===== config.mk =====
export PLATFORM = sky130hd
export DESIGN_NAME = fb_write_arbiter
export DESIGN_NICKNAME = d
export VERILOG_FILES = /design/src/rtl/fb_arb_pkg.sv /design/src/rtl/rr_pick.sv /design/src/rtl/fb_write_arbiter.sv
export SDC_FILE = /design/constraint.sdc
export NUM_CORES = 1
export LEC_CHECK = 0
export ABC_AREA = 1
export BUFFER_PORTS_ARGS = -buffer_cell sky130_fd_sc_hd__buf_2
export CAP_MARGIN = 40
export CELL_PAD_IN_SITES_DETAIL_PLACEMENT = 0
export CELL_PAD_IN_SITES_GLOBAL_PLACEMENT = 2
export CORE_MARGIN = 4
export CORE_UTILIZATION = 23
export CTS_CLUSTER_DIAMETER = 60
export DETAILED_ROUTE_END_ITERATION = 10
export PLACE_DENSITY_LB_ADDON = 0.1
export RECOVER_POWER = 50
export SKIP_CTS_REPAIR_TIMING = 1
export SLEW_MARGIN = 40
export SYNTH_ARGS = -nofsm -noshare
export SYNTH_HDL_FRONTEND = slang
export SYNTH_SLANG_ARGS = --single-unit

===== constraint.sdc =====
create_clock -name clk -period 2.18 [get_ports clk]
set_input_delay 0.436 -clock clk [delete_from_list [all_inputs] [get_ports clk]]
set_output_delay 0.436 -clock clk [all_outputs]
set_load 0.005 [all_outputs]

===== src/rtl/fb_arb_pkg.sv =====
// Shared constants, state encoding and colour palette for the framebuffer
// write arbiter and the pixel producers that feed it.
package fb_arb_pkg;

    localparam int FB_ADDR_W        = 15;
    localparam int FB_DATA_W        = 24;
    localparam int FB_DEPTH_DEFAULT = 14400;

    typedef enum logic [1:0] {
        IDLE    = 2'd0,
        WRITE   = 2'd1,
        RELEASE = 2'd2
    } arb_state_t;

    localparam logic [FB_DATA_W-1:0] WHITE = 24'hFFFFFF;
    localparam logic [FB_DATA_W-1:0] P1    = 24'h98F5F9;
    localparam logic [FB_DATA_W-1:0] P2    = 24'hFE5C5E;
    localparam logic [FB_DATA_W-1:0] P1K   = 24'h3F97FC;
    localparam logic [FB_DATA_W-1:0] P2K   = 24'hD80305;

endpackage


===== src/rtl/rr_pick.sv =====
// Combinational round-robin chooser: first set request at or above ptr,
// wrapping modulo NUM_REQ.
module rr_pick #(
    parameter int NUM_REQ = 3,
    parameter int IDX_W   = (NUM_REQ > 1) ? $clog2(NUM_REQ) : 1
) (
    input  logic [NUM_REQ-1:0] req,
    input  logic [IDX_W-1:0]   ptr,
    output logic [NUM_REQ-1:0] win_onehot,
    output logic [IDX_W-1:0]   win_idx
);

    function automatic int wrap_idx(input int v);
        return (v >= NUM_REQ) ? v - NUM_REQ : v;
    endfunction

    logic found;

    always_comb begin
        win_onehot = '0;
        win_idx    = '0;
        found      = 1'b0;
        for (int k = 0; k < NUM_REQ; k++) begin
            if (!found && req[IDX_W'(wrap_idx(int'(ptr) + k))]) begin
                found = 1'b1;
                win_idx = IDX_W'(wrap_idx(int'(ptr) + k));
                win_onehot[IDX_W'(wrap_idx(int'(ptr) + k))] = 1'b1;
            end
        end
    end

endmodule


===== src/rtl/fb_write_arbiter.sv =====
// Round-robin owner of the single framebuffer write port; each grant writes
// one pixel for WR_HOLD cycles, or is rejected when the address is off-screen.
module fb_write_arbiter
    import fb_arb_pkg::*;
#(
    parameter int NUM_REQ  = 3,
    parameter int WR_HOLD  = 3,
    parameter int FB_DEPTH = FB_DEPTH_DEFAULT
) (
    input  logic                           clk,
    input  logic                           rst,
    input  logic [NUM_REQ-1:0]             req,
    input  logic [NUM_REQ*FB_ADDR_W-1:0]   req_addr,
    input  logic [NUM_REQ*FB_DATA_W-1:0]   req_data,
    input  logic                           freeze,
    output logic [NUM_REQ-1:0]             grant,
    output logic [NUM_REQ-1:0]             done,
    output logic                           err,
    output logic [FB_ADDR_W-1:0]           fb_addr,
    output logic [FB_DATA_W-1:0]           fb_data,
    output logic                           fb_we,
    output logic                           busy
);

    localparam int IDX_W = (NUM_REQ > 1) ? $clog2(NUM_REQ) : 1;
    localparam int CNT_W = $clog2(WR_HOLD + 2);
    localparam logic [FB_ADDR_W:0] DEPTH_LIM = (FB_ADDR_W + 1)'(FB_DEPTH);
    // A rejected request waits this many extra cycles in RELEASE before done/err.
    localparam logic [CNT_W-1:0] REJ_WAIT = CNT_W'(1);

    logic [FB_ADDR_W-1:0] addr_arr [NUM_REQ];
    logic [FB_DATA_W-1:0] data_arr [NUM_REQ];

    generate
        for (genvar gi = 0; gi < NUM_REQ; gi++) begin : g_unpack
            assign addr_arr[gi] = req_addr[gi*FB_ADDR_W +: FB_ADDR_W];
            assign data_arr[gi] = req_data[gi*FB_DATA_W +: FB_DATA_W];
        end
    endgenerate

    arb_state_t           state_q, state_d;
    logic [NUM_REQ-1:0]   grant_q, grant_d;
    logic [NUM_REQ-1:0]   done_q, done_d;
    logic                 err_q, err_d;
    logic [FB_ADDR_W-1:0] fb_addr_q, fb_addr_d;
    logic [FB_DATA_W-1:0] fb_data_q, fb_data_d;
    logic                 fb_we_q, fb_we_d;
    logic                 busy_q, busy_d;
    logic [CNT_W-1:0]     cnt_q, cnt_d;
    logic [IDX_W-1:0]     rr_ptr_q, rr_ptr_d;
    logic [IDX_W-1:0]     win_idx_q, win_idx_d;

    logic [NUM_REQ-1:0]   win_onehot;
    logic [IDX_W-1:0]     win_idx;
    logic [FB_ADDR_W-1:0] sel_addr;
    logic [FB_DATA_W-1:0] sel_data;

    rr_pick #(
        .NUM_REQ (NUM_REQ),
        .IDX_W   (IDX_W)
    ) u_rr_pick (
        .req        (req),
        .ptr        (rr_ptr_q),
        .win_onehot (win_onehot),
        .win_idx    (win_idx)
    );

    // One-hot AND-OR mux avoids indexing past NUM_REQ with a wider index.
    always_comb begin
        sel_addr = '0;
        sel_data = '0;
        for (int i = 0; i < NUM_REQ; i++) begin
            if (win_onehot[i]) begin
                sel_addr = sel_addr | addr_arr[i];
                sel_data = sel_data | data_arr[i];
            end
        end
    end

    always_comb begin
        state_d   = state_q;
        grant_d   = grant_q;
        done_d    = '0;
        err_d     = 1'b0;
        fb_addr_d = fb_addr_q;
        fb_data_d = fb_data_q;
        fb_we_d   = fb_we_q;
        busy_d    = busy_q;
        cnt_d     = cnt_q;
        rr_ptr_d  = rr_ptr_q;
        win_idx_d = win_idx_q;

        unique case (state_q)
            IDLE: begin
                if (!freeze && (req != '0)) begin
                    grant_d   = win_onehot;
                    busy_d    = 1'b1;
                    fb_addr_d = sel_addr;
                    fb_data_d = sel_data;
                    win_idx_d = win_idx;
                    cnt_d     = '0;
                    if ({1'b0, sel_addr} < DEPTH_LIM) begin
                        fb_we_d = 1'b1;
                        state_d = WRITE;
                    end else begin
                        fb_we_d = 1'b0;
                        state_d = RELEASE;
                    end
                end
            end

            WRITE: begin
                if (cnt_q == CNT_W'(WR_HOLD - 1)) begin
                    fb_we_d = 1'b0;
                    done_d  = grant_q;
                    state_d = RELEASE;
                end else begin
                    cnt_d = cnt_q + CNT_W'(1);
                end
            end

            RELEASE: begin
                if (done_q != '0) begin
                    grant_d  = '0;
                    busy_d   = 1'b0;
                    cnt_d    = '0;
                    rr_ptr_d = (win_idx_q == IDX_W'(NUM_REQ - 1)) ?
                               '0 : win_idx_q + IDX_W'(1);
                    state_d  = IDLE;
                end else if (cnt_q == REJ_WAIT) begin
                    done_d = grant_q;
                    err_d  = 1'b1;
                end else begin
                    cnt_d = cnt_q + CNT_W'(1);
                end
            end

            default: begin
                state_d = IDLE;
                grant_d = '0;
                fb_we_d = 1'b0;
                busy_d  = 1'b0;
            end
        endcase
    end

    always_ff @(posedge clk or posedge rst) begin
        if (rst) begin
            state_q   <= IDLE;
            grant_q   <= '0;
            done_q    <= '0;
            err_q     <= 1'b0;
            fb_addr_q <= '0;
            fb_data_q <= '0;
            fb_we_q   <= 1'b0;
            busy_q    <= 1'b0;
            cnt_q     <= '0;
            rr_ptr_q  <= '0;
            win_idx_q <= '0;
        end else begin
            state_q   <= state_d;
            grant_q   <= grant_d;
            done_q    <= done_d;
            err_q     <= err_d;
            fb_addr_q <= fb_addr_d;
            fb_data_q <= fb_data_d;
            fb_we_q   <= fb_we_d;
            busy_q    <= busy_d;
            cnt_q     <= cnt_d;
            rr_ptr_q  <= rr_ptr_d;
            win_idx_q <= win_idx_d;
        end
    end

    assign grant   = grant_q;
    assign done    = done_q;
    assign err     = err_q;
    assign fb_addr = fb_addr_q;
    assign fb_data = fb_data_q;
    assign fb_we   = fb_we_q;
    assign busy    = busy_q;

endmodule


==> summary.txt, run 1 <==
Run status
  • Run status: complete, but fails checks
  • Failing checks: capacitance limit, slew limit

Final layout
  • Final #Nets: 754
  • Post-layout util: 36.7%
  • Fin area: 0.00507 mm²
  • Area grow syn2layout: 56.7%
  • Post-route insts no fill: 805
  • Share of layout cells above drive strength 1: 43.5%
  • Filler Cell Count: 1471
  • Diodes inserted: 0

Route
  • Via count: 3498
  • # DRC: 0
  • Overall routed net length: 11500 µm
  • Via density per instance: 4.35
  • WL/cell: 14.3 µm
  • Routed Antenna Nets: 0
  • Pre-antenna DRT Iters: 4
  • DR iter-0 viols: 184

Global route
  • Global Route Usage Sum: 14.1%
  • Global-route wire length before repair: 17800 µm
  • GRT overflow: 0
  • Initial antenna violation count: 2
  • Largest net degree at the start of global routing: 58
  • Number of global-route vias before repair: 3508

STA
  • Slew @ Worst Pin: 1500 ps
  • Setup TNS Final: 0 ps
  • Clk_skew: 6.64 ps
  • Fmax: 0.459 GHz
  • RSZ-0062 raised after global routing: yes
  • Final hold slack: 415 ps
  • Post-layout minimum cycle time: 2180 ps
  • Final Max Tran Viols: 47
  • Rel. slew slack: -0.312%
  • Final setup viols: 0
  • Final Hold Vio Count: 0
  • Setup ws final: 0.936 ps
  • Fin crit share: 100%

Power and ir drop
  • Sequential Power Share: 25.4%
  • Worst IR Drop VDD: 0.000414 V
  • Sw frac: 41.9%
  • Pint: 4.03 mW
  • Switching pwr: 2.90 mW
  • Pwr Density: 1360 mW/mm²
  • Total power: 6.93 mW
  • P_leak: 2.54 nW
  • Comb pwr share: 54.7%
  • Clk pwr share: 19.9%

Setup path
  • Crit-path slowest cell: dfrtp_2
  • Cell Chain, Critical Path: inv_4 > ha_4 > inv_2 > nand2_2 > nand3_2 > nand2_4 > inv_4 > nand2_2 > nand2_2 > inv_4 > nand2_4 > buf_6 > a22o_1 > a21oi_2 > buf_4 > o21ai_0
  • Crit-path max cell delay: 460 ps
  • Worst Path Arrival: 2390 ps
  • Worst Setup SP: rr_ptr_q[1]
  • CP Capture Point: fb_addr[14]
  • Startpoint Class: register
  • R2r setup slk: 0.9 ps
  • Worst r2r src: rr_ptr_q[1]
  • WS Path Type: reg2reg
  • CP endpoint kind: register
  • Critical Path RT: 2390 ps
  • R2r endpoint: fb_addr[14]
  • R2R depth: 16
  • Max Fanout on Critical Path: 5

Die
  • Initial Util: 23.4%
  • IO Pins: 171
  • Die area: 0.0160 mm²
  • Rows: 43
  • Die H: 127 µm
  • Core ar.: 0.0138 mm²
  • Die width: 127 µm

Clock network
  • Clock latency on the worst-skew pair: 330 ps
  • Clock slew seen by the registers of the worst setup and hold paths: 50 ps
  • Max H-tree Level: 3
  • Root buffer cell: clkbuf_16
  • Clock sink total: 57
  • Max Root-Sink Buffers: 2
  • Total CTS buffers: 9
  • CTS tree: yes

Synthesis
  • Syn_area_per_cell: 7.62 µm²
  • Syn_nets: 559
  • Yosys reg bits: 57
  • Number of synthesized flops with an enable pin: 0
  • Synth Instances: 425
  • Cell Area, Synth: 0.00324 mm²
  • Post-synthesis sequential area ratio: 44.0%
  • Netlist cell types: 29
  • Main synth FF type: dfrtp_1
  • Ys Warns: 0
  • Post-synth ARST share: 100%

Placement
  • Placed cell count: 779
  • Post-DP HPWL: 8670 µm
  • Setup slack after placement: -144 ps
  • Cell Area, Placed: 0.00447 mm²
  • Final Wtd Congestion: 0.782
  • Port Buffers: 170

Flow run
  • Max Cap Viol: 1

Hold path
  • Worst hold path class: in2reg
-- logic make-up after synthesis --
group,Yosys count,share of synthesized area (%)
buffers and inverters,79,9.89
adders and majority gates,11,4.25
and+or+nand+nor,199,27.0
DFF,57,44.0
xor gates and xnor gates,1,0.271
AOI/OAI and AO/OA,78,14.5
-- layout by cell type (no fill, tap or decap), drive strengths merged --
| cell type | netlist | final |
|---|---|---|
| a31oi | 2 | 2 |
| nand4 | 11 | 11 |
| a22o | 1 | 1 |
| nor4 | 1 | 1 |
| clkbuf | 9 | 23 |
| inv | 58 | 59 |
| buf | 11 | 193 |
| o22ai | 3 | 3 |
| nand3 | 43 | 44 |
| dfrtp | 57 | 57 |
| ha | 11 | 11 |
| xnor2 | 1 | 1 |
| nor2 | 15 | 15 |
| a21oi | 4 | 4 |
| nand2 | 127 | 128 |
| a22oi | 20 | 20 |
| o32ai | 1 | 1 |
| nor3 | 2 | 2 |
| clkinv | 1 | 2 |
| o21ai | 47 | 47 |
-- power groups by stage --
stage	logic, mW	registers (mW)	clock network [mW]
finish	3.79	1.76	1.38
global route	4.27	1.82	1.49
CTS	3.30	1.76	1.44
detailed placement	3.29	1.76	0
global placement	3.29	1.76	0
floorplan	1.93	1.77	0
-- synth_stat cells, types with 4 or more instances --
cell type  number  area share, %
a22oi_1        20            4.6
inv_2           4           0.46
buf_2           7            1.1
nand4_1        11            2.1
nand2_2         8            1.5
clkbuf_1        9            1.0
nand3_1        39            6.0
nand3_2         4            1.2
inv_1          54            6.3
nor2_1         14            1.6
o21ai_0        43            6.6
dfrtp_1        57             44
nand2_1       119             14
ha_1           11            4.3
-- metal layers --
metal  up-vias  GRT usage, %  part of all wire [%]
met5         -             0                  0.20
met1      1579          18.0                    44
li1       1784             -                     -
met4         4          3.79                  0.90
met3        14          5.68                   7.5
met2       117          22.2                    48
-- flip-flops by register name, indices dropped and copies added, names as in the netlist --
register   cells
busy           1
cnt_q          3
done           3
err            1
fb_addr       15
fb_data       24
fb_we          1
grant          3
rr_ptr_q       2
state_q        2
win_idx_q      2
-- area by class of cell --
cell class	instances	area (µm²)	area share (%)
flip-flops and latches	57	1430	28.1
multi-input cells	291	1750	34.5
well taps	180	225	4.44
inverters	59	231	4.56
clock inverters	2	10.0	0.197
repair buffers	202	1150	22.6
clock buffers	14	284	5.60
-- worst max-delay path: cells and delay by family (launching register included) --
| family | cells | cell delay (ps) |
|---|---|---|
| fa+ha+maj | 1 | 160 |
| simple gates | 6 | 440 |
| compound gates | 3 | 450 |
| flops | 1 | 460 |
| buf+inv | 6 | 550 |
-- worst min path at each step --
| stage | startpoint | to | slack (ps) | depth (start not counted) |
|---|---|---|---|---|
| after floorplan | fb_addr[11] | fb_addr[11] | 470 | 2 |
| after global placement | fb_addr[7] | fb_addr[7] | 460 | 2 |
| after detailed placement | fb_addr[7] | fb_addr[7] | 470 | 2 |
| after CTS | rst | fb_addr[0] | 160 | 3 |
| after global routing | req_addr[23] | fb_addr[8] | 420 | 5 |
| final | req_addr[23] | fb_addr[8] | 420 | 5 |
No activity file was read; power rests on OpenSTA's default activity.
==> run 2: changes to the inputs <==
- CORE_UTILIZATION: 23 -> 21
- GPL_TIMING_DRIVEN: not set -> 1
- clock period: 2.18 -> 1.8 ns (I/O delays scaled with it)
==> run 2 against run 1 <==
The flow finishes with violations (setup timing). Final area is 2.9% higher. Clock skew down 1.7 ps. Setup slack got worse by 410 ps. Count of clock-buffer cells in the layout fell by 5. Critical path depth unchanged. Die area increased by 8.9%.
==> summary.txt, run 2 (synthesized netlist as in run 1, its figures left out) <==
Run status
  • Run status: complete, but fails checks
  • Failing checks: setup timing

Final layout
  • Area grow syn2layout: 61.2%
  • Max reg flops: 24
  • Post-layout util: 34.5%
  • Filler Cell Count: 1638
  • Commonest cells after routing, fill and taps aside: 170 x buf_2, 109 x nand2_1, 56 x dfrtp_1
  • Final #Nets: 768
  • Commonest non-fill, non-tap cell in the layout: buf_2
  • Fin area: 0.00522 mm²
  • Share of layout cells above drive strength 1: 46.6%
  • Diodes inserted: 0

Placement
  • Setup slack after placement: -494 ps
  • Port Buffers: 170
  • Post-DP HPWL: 9410 µm
  • Cell Area, Placed: 0.00459 mm²
  • Final Wtd Congestion: 0.826

STA
  • Final Hold Vio Count: 0
  • Final Max Tran Viols: 0
  • Final setup viols: 42
  • Rel. slew slack: 56.6%
  • Slew @ Worst Pin: 651 ps
  • Post-layout minimum cycle time: 2210 ps
  • Fin crit share: 123%
  • Setup TNS Final: -10820 ps
  • Clk_skew: 4.91 ps
  • Fmax: 0.453 GHz
  • RSZ-0062 raised after global routing: yes
  • Setup ws final: -406 ps

Setup path
  • Startpoint Class: register
  • WS Path Type: reg2reg
  • Critical Path RT: 2060 ps
  • Max Fanout on Critical Path: 5
  • Worst Path Arrival: 2470 ps
  • CP endpoint kind: register

Route
  • Via count: 3611
  • Via density per instance: 4.37
  • Routed Antenna Nets: 0
  • WL/cell: 14.8 µm
  • Pre-antenna DRT Iters: 4
  • # DRC: 0
  • DR iter-0 viols: 139
  • Overall routed net length: 12200 µm

Global route
  • Met3 usage: 5.38%
  • Met1 usage: 16.5%
  • Grt met2 use: 22.3%
  • GRT overflow: 0
  • Global-route wire length before repair: 18600 µm
  • Largest net degree at the start of global routing: 30
  • Global Route Usage Sum: 13.5%
  • Busiest layer in global routing: met2
  • Number of global-route vias before repair: 3539
  • Initial antenna violation count: 0

Clock network
  • CTS tree: yes
  • Max H-tree Level: 3
  • Root buffer cell: clkbuf_16
  • Clock slew seen by the registers of the worst setup and hold paths: 60 ps
  • Max Root-Sink Buffers: 2
  • Total CTS buffers: 9
  • Clock latency on the worst-skew pair: 330 ps
  • Clock sink total: 57

Die
  • Die H: 132 µm
  • Die width: 132 µm
  • Core ar.: 0.0151 mm²
  • IO Pins: 171
  • Die area: 0.0175 mm²
  • Initial Util: 21.4%
  • Rows: 45

Flow run
  • Max Cap Viol: 0

Power and ir drop
  • Total power: 8.88 mW
  • Pwr Density: 1700 mW/mm²
  • Worst IR Drop VDD: 0.000523 V
  • P_leak: 2.64 nW

Hold path
  • Worst hold path class: in2async
==> run 2: area by class of cell <==
class | instances | area (µm²) | area share [%]
tap | 188 | 235 | 4.51
timing repair buffer | 216 | 1300 | 25.0
clock inverter | 7 | 46.3 | 0.887
inverter | 59 | 224 | 4.29
multi-input combinational | 291 | 1760 | 33.7
sequential | 57 | 1430 | 27.3
clock buffer | 9 | 225 | 4.31
==> run 2: per-stage QoR <==
step                      hold WS (ps)  std cells
after detailed placement           383        800
after global placement             377        800
after global routing               161        827
final                              101        827
after floorplan                    472        425
after CTS                         11.1        816
==> run 2: worst max-delay path, stage by stage, from the launching register on <==
cell	delay (ps)
dfrtp_2	440
inv_2	100
ha_4	160
inv_1	60
nand2_1	70
nand3_2	80
nand2_4	100
inv_2	60
nand2_1	50
nand2_1	60
inv_2	120
nand2_8	90
buf_8	140
a22o_1	200
a21oi_4	150
nand3_2	110
o21ai_2	140
==> run 2: final timing paths <==
| kind | from | end | slack (ps) | depth (start not counted) |
|---|---|---|---|---|
| worst max-delay path | rr_ptr_q[1] | state_q[0] | -410 | 16 |
| worst min-delay path | rst | fb_addr[0] | 100 | 2 |
| worst max register to register | rr_ptr_q[1] | state_q[0] | -410 | 16 |
| worst min register to register | fb_addr[9] | fb_addr[9] | 470 | 2 |
| max in group asynchronous | rst | fb_data[3] | 630 | 3 |
| min in group clk | req_addr[28] | fb_addr[13] | 320 | 3 |
==> run 2: power by group <==
| group | internal, mW | switching (mW) | total, mW |
|---|---|---|---|
| Clock | 0.926 | 0.640 | 1.57 |
| Sequential | 1.83 | 0.307 | 2.14 |
| Combinational | 2.38 | 2.80 | 5.17 |
==> run 2: metal layers <==
layer  wire length, µm  vias up
met4               131        0
li1                  -     1814
met5                 0        -
met1              5290     1667
met2              5930      119
met3               851       11
==> run 3: changes to the inputs <==
- CORE_UTILIZATION: 21 -> 22
- SYNTH_HIERARCHICAL: not set -> 1
==> run 3 against run 2 <==
The flow still finishes with violations (setup timing). Hold slack gained 240 ps. Combinational power is 3% lower. Critical path depth rose by 1. Flip-flop and latch count is the same. Non-clock buffer count up 1. Setup slack gained 40 ps. Area after synthesis rose by 3.2%. Clock power decreased by 5%. Total power decreased by 3.0%. Clock skew increased by 8.7 ps. First-iteration DRC count decreased by 17%. Register-to-register slack improved by 40 ps.
==> summary.txt, run 3 <==
Setup path
  • WS Path Type: reg2reg
  • Critical Path RT: 2050 ps
  • Startpoint Class: register
  • CP endpoint kind: register
  • Max Fanout on Critical Path: 5
  • R2R depth: 17
  • Worst r2r src: rr_ptr_q[0]
  • CP Capture Point: state_q[0]
  • Worst Path Arrival: 2410 ps
  • Worst Setup SP: rr_ptr_q[0]
  • R2r setup slk: -370 ps
  • R2r endpoint: state_q[0]

Run status
  • Run status: complete, but fails checks
  • Failing checks: setup timing

Placement
  • Final Wtd Congestion: 0.744
  • Post-DP HPWL: 9210 µm
  • Cell Area, Placed: 0.00458 mm²
  • Port Buffers: 170

Clock network
  • Clock sink total: 57
  • Max H-tree Level: 3
  • Max Root-Sink Buffers: 2
  • Root buffer cell: clkbuf_16
  • Clock latency on the worst-skew pair: 330 ps
  • Clock slew seen by the registers of the worst setup and hold paths: 50 ps
  • CTS tree: yes
  • Total CTS buffers: 9

Global route
  • Largest net degree at the start of global routing: 58
  • Initial antenna violation count: 4
  • Number of global-route vias before repair: 3855
  • GRT overflow: 0
  • Global Route Usage Sum: 14.1%
  • Global-route wire length before repair: 19500 µm

Route
  • DR iter-0 viols: 115
  • Pre-antenna DRT Iters: 4
  • # DRC: 0
  • Via count: 3653
  • WL/cell: 15.4 µm
  • Overall routed net length: 12800 µm
  • Routed Antenna Nets: 0
  • Via density per instance: 4.41

Synthesis
  • Synth Instances: 433
  • Main synth FF type: dfrtp_1
  • Post-synthesis sequential area ratio: 42.7%
  • Top-count cell post-synth: nand2_1
  • Ys Warns: 6
  • Netlist cell types: 26
  • Syn_area_per_cell: 7.72 µm²
  • Syn_nets: 567
  • Number of synthesized flops with an enable pin: 0
  • Yosys reg bits: 57
  • Yosys top cell area share: 42.7%
  • Largest cells by area after synthesis: dfrtp_1 43%, nand2_1 19%, o21a_1 6.7%, nand4_1 6.0%, ha_1 4.1%
  • Yosys top cell by area: dfrtp_1
  • Post-synth top cells: 169 x nand2_1, 57 x dfrtp_1, 32 x nand4_1, 31 x inv_1, 30 x o21a_1
  • Post-synth ARST share: 100%
  • Cell Area, Synth: 0.00334 mm²

Die
  • IO Pins: 171
  • Rows: 44
  • Die width: 131 µm
  • Die area: 0.0172 mm²
  • Initial Util: 22.7%
  • Die H: 131 µm
  • Core ar.: 0.0147 mm²

Final layout
  • Share of layout cells above drive strength 1: 46.8%
  • Commonest non-fill, non-tap cell in the layout: buf_2
  • Commonest cells after routing, fill and taps aside: 170 x buf_2, 142 x nand2_1, 55 x dfrtp_1
  • Fin area: 0.00533 mm²
  • Max reg flops: 24
  • Area grow syn2layout: 59.6%
  • Final #Nets: 775

Hold path
  • Worst Hold Depth: 3
  • Worst hold path class: in2reg

Power and ir drop
  • Pwr Density: 1610 mW/mm²
  • Worst IR Drop VDD: 0.000551 V
  • P_leak: 2.65 nW

STA
  • Rel. slew slack: 2.58%
  • Final hold slack: 344 ps
  • Setup TNS Final: -11040 ps
  • Slew @ Worst Pin: 1460 ps
  • Fin crit share: 120%
  • RSZ-0062 raised after global routing: yes
  • Final Max Tran Viols: 0
  • Post-layout minimum cycle time: 2170 ps
  • Setup ws final: -367 ps
  • Clk_skew: 13.6 ps
  • Fmax: 0.462 GHz
  • Final setup viols: 45
  • Final Hold Vio Count: 0

Flow run
  • Max Cap Viol: 0
-- run 3: cell types whose count changed in the layout (fill, tap and decap cells not counted), moves of 11 or more --
cell / delta
a22oi_2: -11
nand4_1: +21
o21a_1: +30
inv_1: -25
nand3_1: -14
o21ai_1: -18
nand2_1: +33
-- run 3: power by group --
group | leakage [nW] | switching (mW) | internal, mW | total, mW
logic | 1.83 | 2.57 | 2.42 | 4.99
registers | 0.695 | 0.302 | 1.83 | 2.14
clock network | 0.124 | 0.550 | 0.940 | 1.49
total | 2.65 | 3.42 | 5.20 | 8.61
-- run 3: layout make-up --
| type | instances | area, µm² |
|---|---|---|
| Clock inverter | 1 | 5.00 |
| Sequential cell | 57 | 1430 |
| Tap cell | 184 | 230 |
| Inverter | 37 | 144 |
| Clock buffer | 12 | 246 |
| Timing Repair Buffer | 217 | 1400 |
| Multi-Input combinational cell | 319 | 1870 |
| Antenna cell | 2 | 5.00 |
| Fill cell | 1554 | 9370 |
-- run 3: metal layers --
layer | up-vias | wire length (µm) | global-route usage [%]
li1 | 1839 | - | -
met1 | 1671 | 5670 | 16.9
met2 | 119 | 5950 | 23.3
met3 | 20 | 899 | 5.31
met4 | 4 | 223 | 5.02
met5 | - | 33 | 0
-- run 3: worst min path at each step --
stage	startpoint	to	slack, ps
finish	req_addr[10]	fb_addr[10]	340
global route	req_addr[10]	fb_addr[10]	330
CTS	rst	fb_addr[9]	100
detailed placement	rst	fb_data[20]	460
global placement	fb_addr[9]	fb_addr[9]	450
floorplan	fb_addr[11]	fb_addr[11]	470
-- run 3: through the flow --
stage	power (mW)	utilization (%)	setup WS [ps]	std cells
after global routing	9.37	36.3	-539	828
after floorplan	4.43	-	-168	433
after global placement	5.95	31.1	-382	792
final	8.61	36.3	-367	829
after CTS	7.52	32.8	-531	805
after detailed placement	5.97	31.1	-519	792
-- run 3: worst max-delay path: stages (launching register included) --
cell and delay (ps):
dfrtp_2 400, inv_2 70, ha_4 310, inv_4 40, nand2_2 50, nand3_2 60, nand2_2 100, inv_2 50
nand4_1 120, nand2_4 90, buf_6 140, nand2_2 60, nand3_2 70, nor2_2 120, nand3_2 90, nand2_2 100
nand3_2 80, o21ai_1 120
-- run 3: cell families after synthesis --
kind of cell	after synthesis	share of synthesized area (%)
buffers and inverters	58	7.97
adders and majority gates	11	4.12
AOI/OAI and AO/OA	57	11.3
and+or+nand+nor	249	33.7
xor gates and xnor gates	1	0.262
DFF	57	42.7
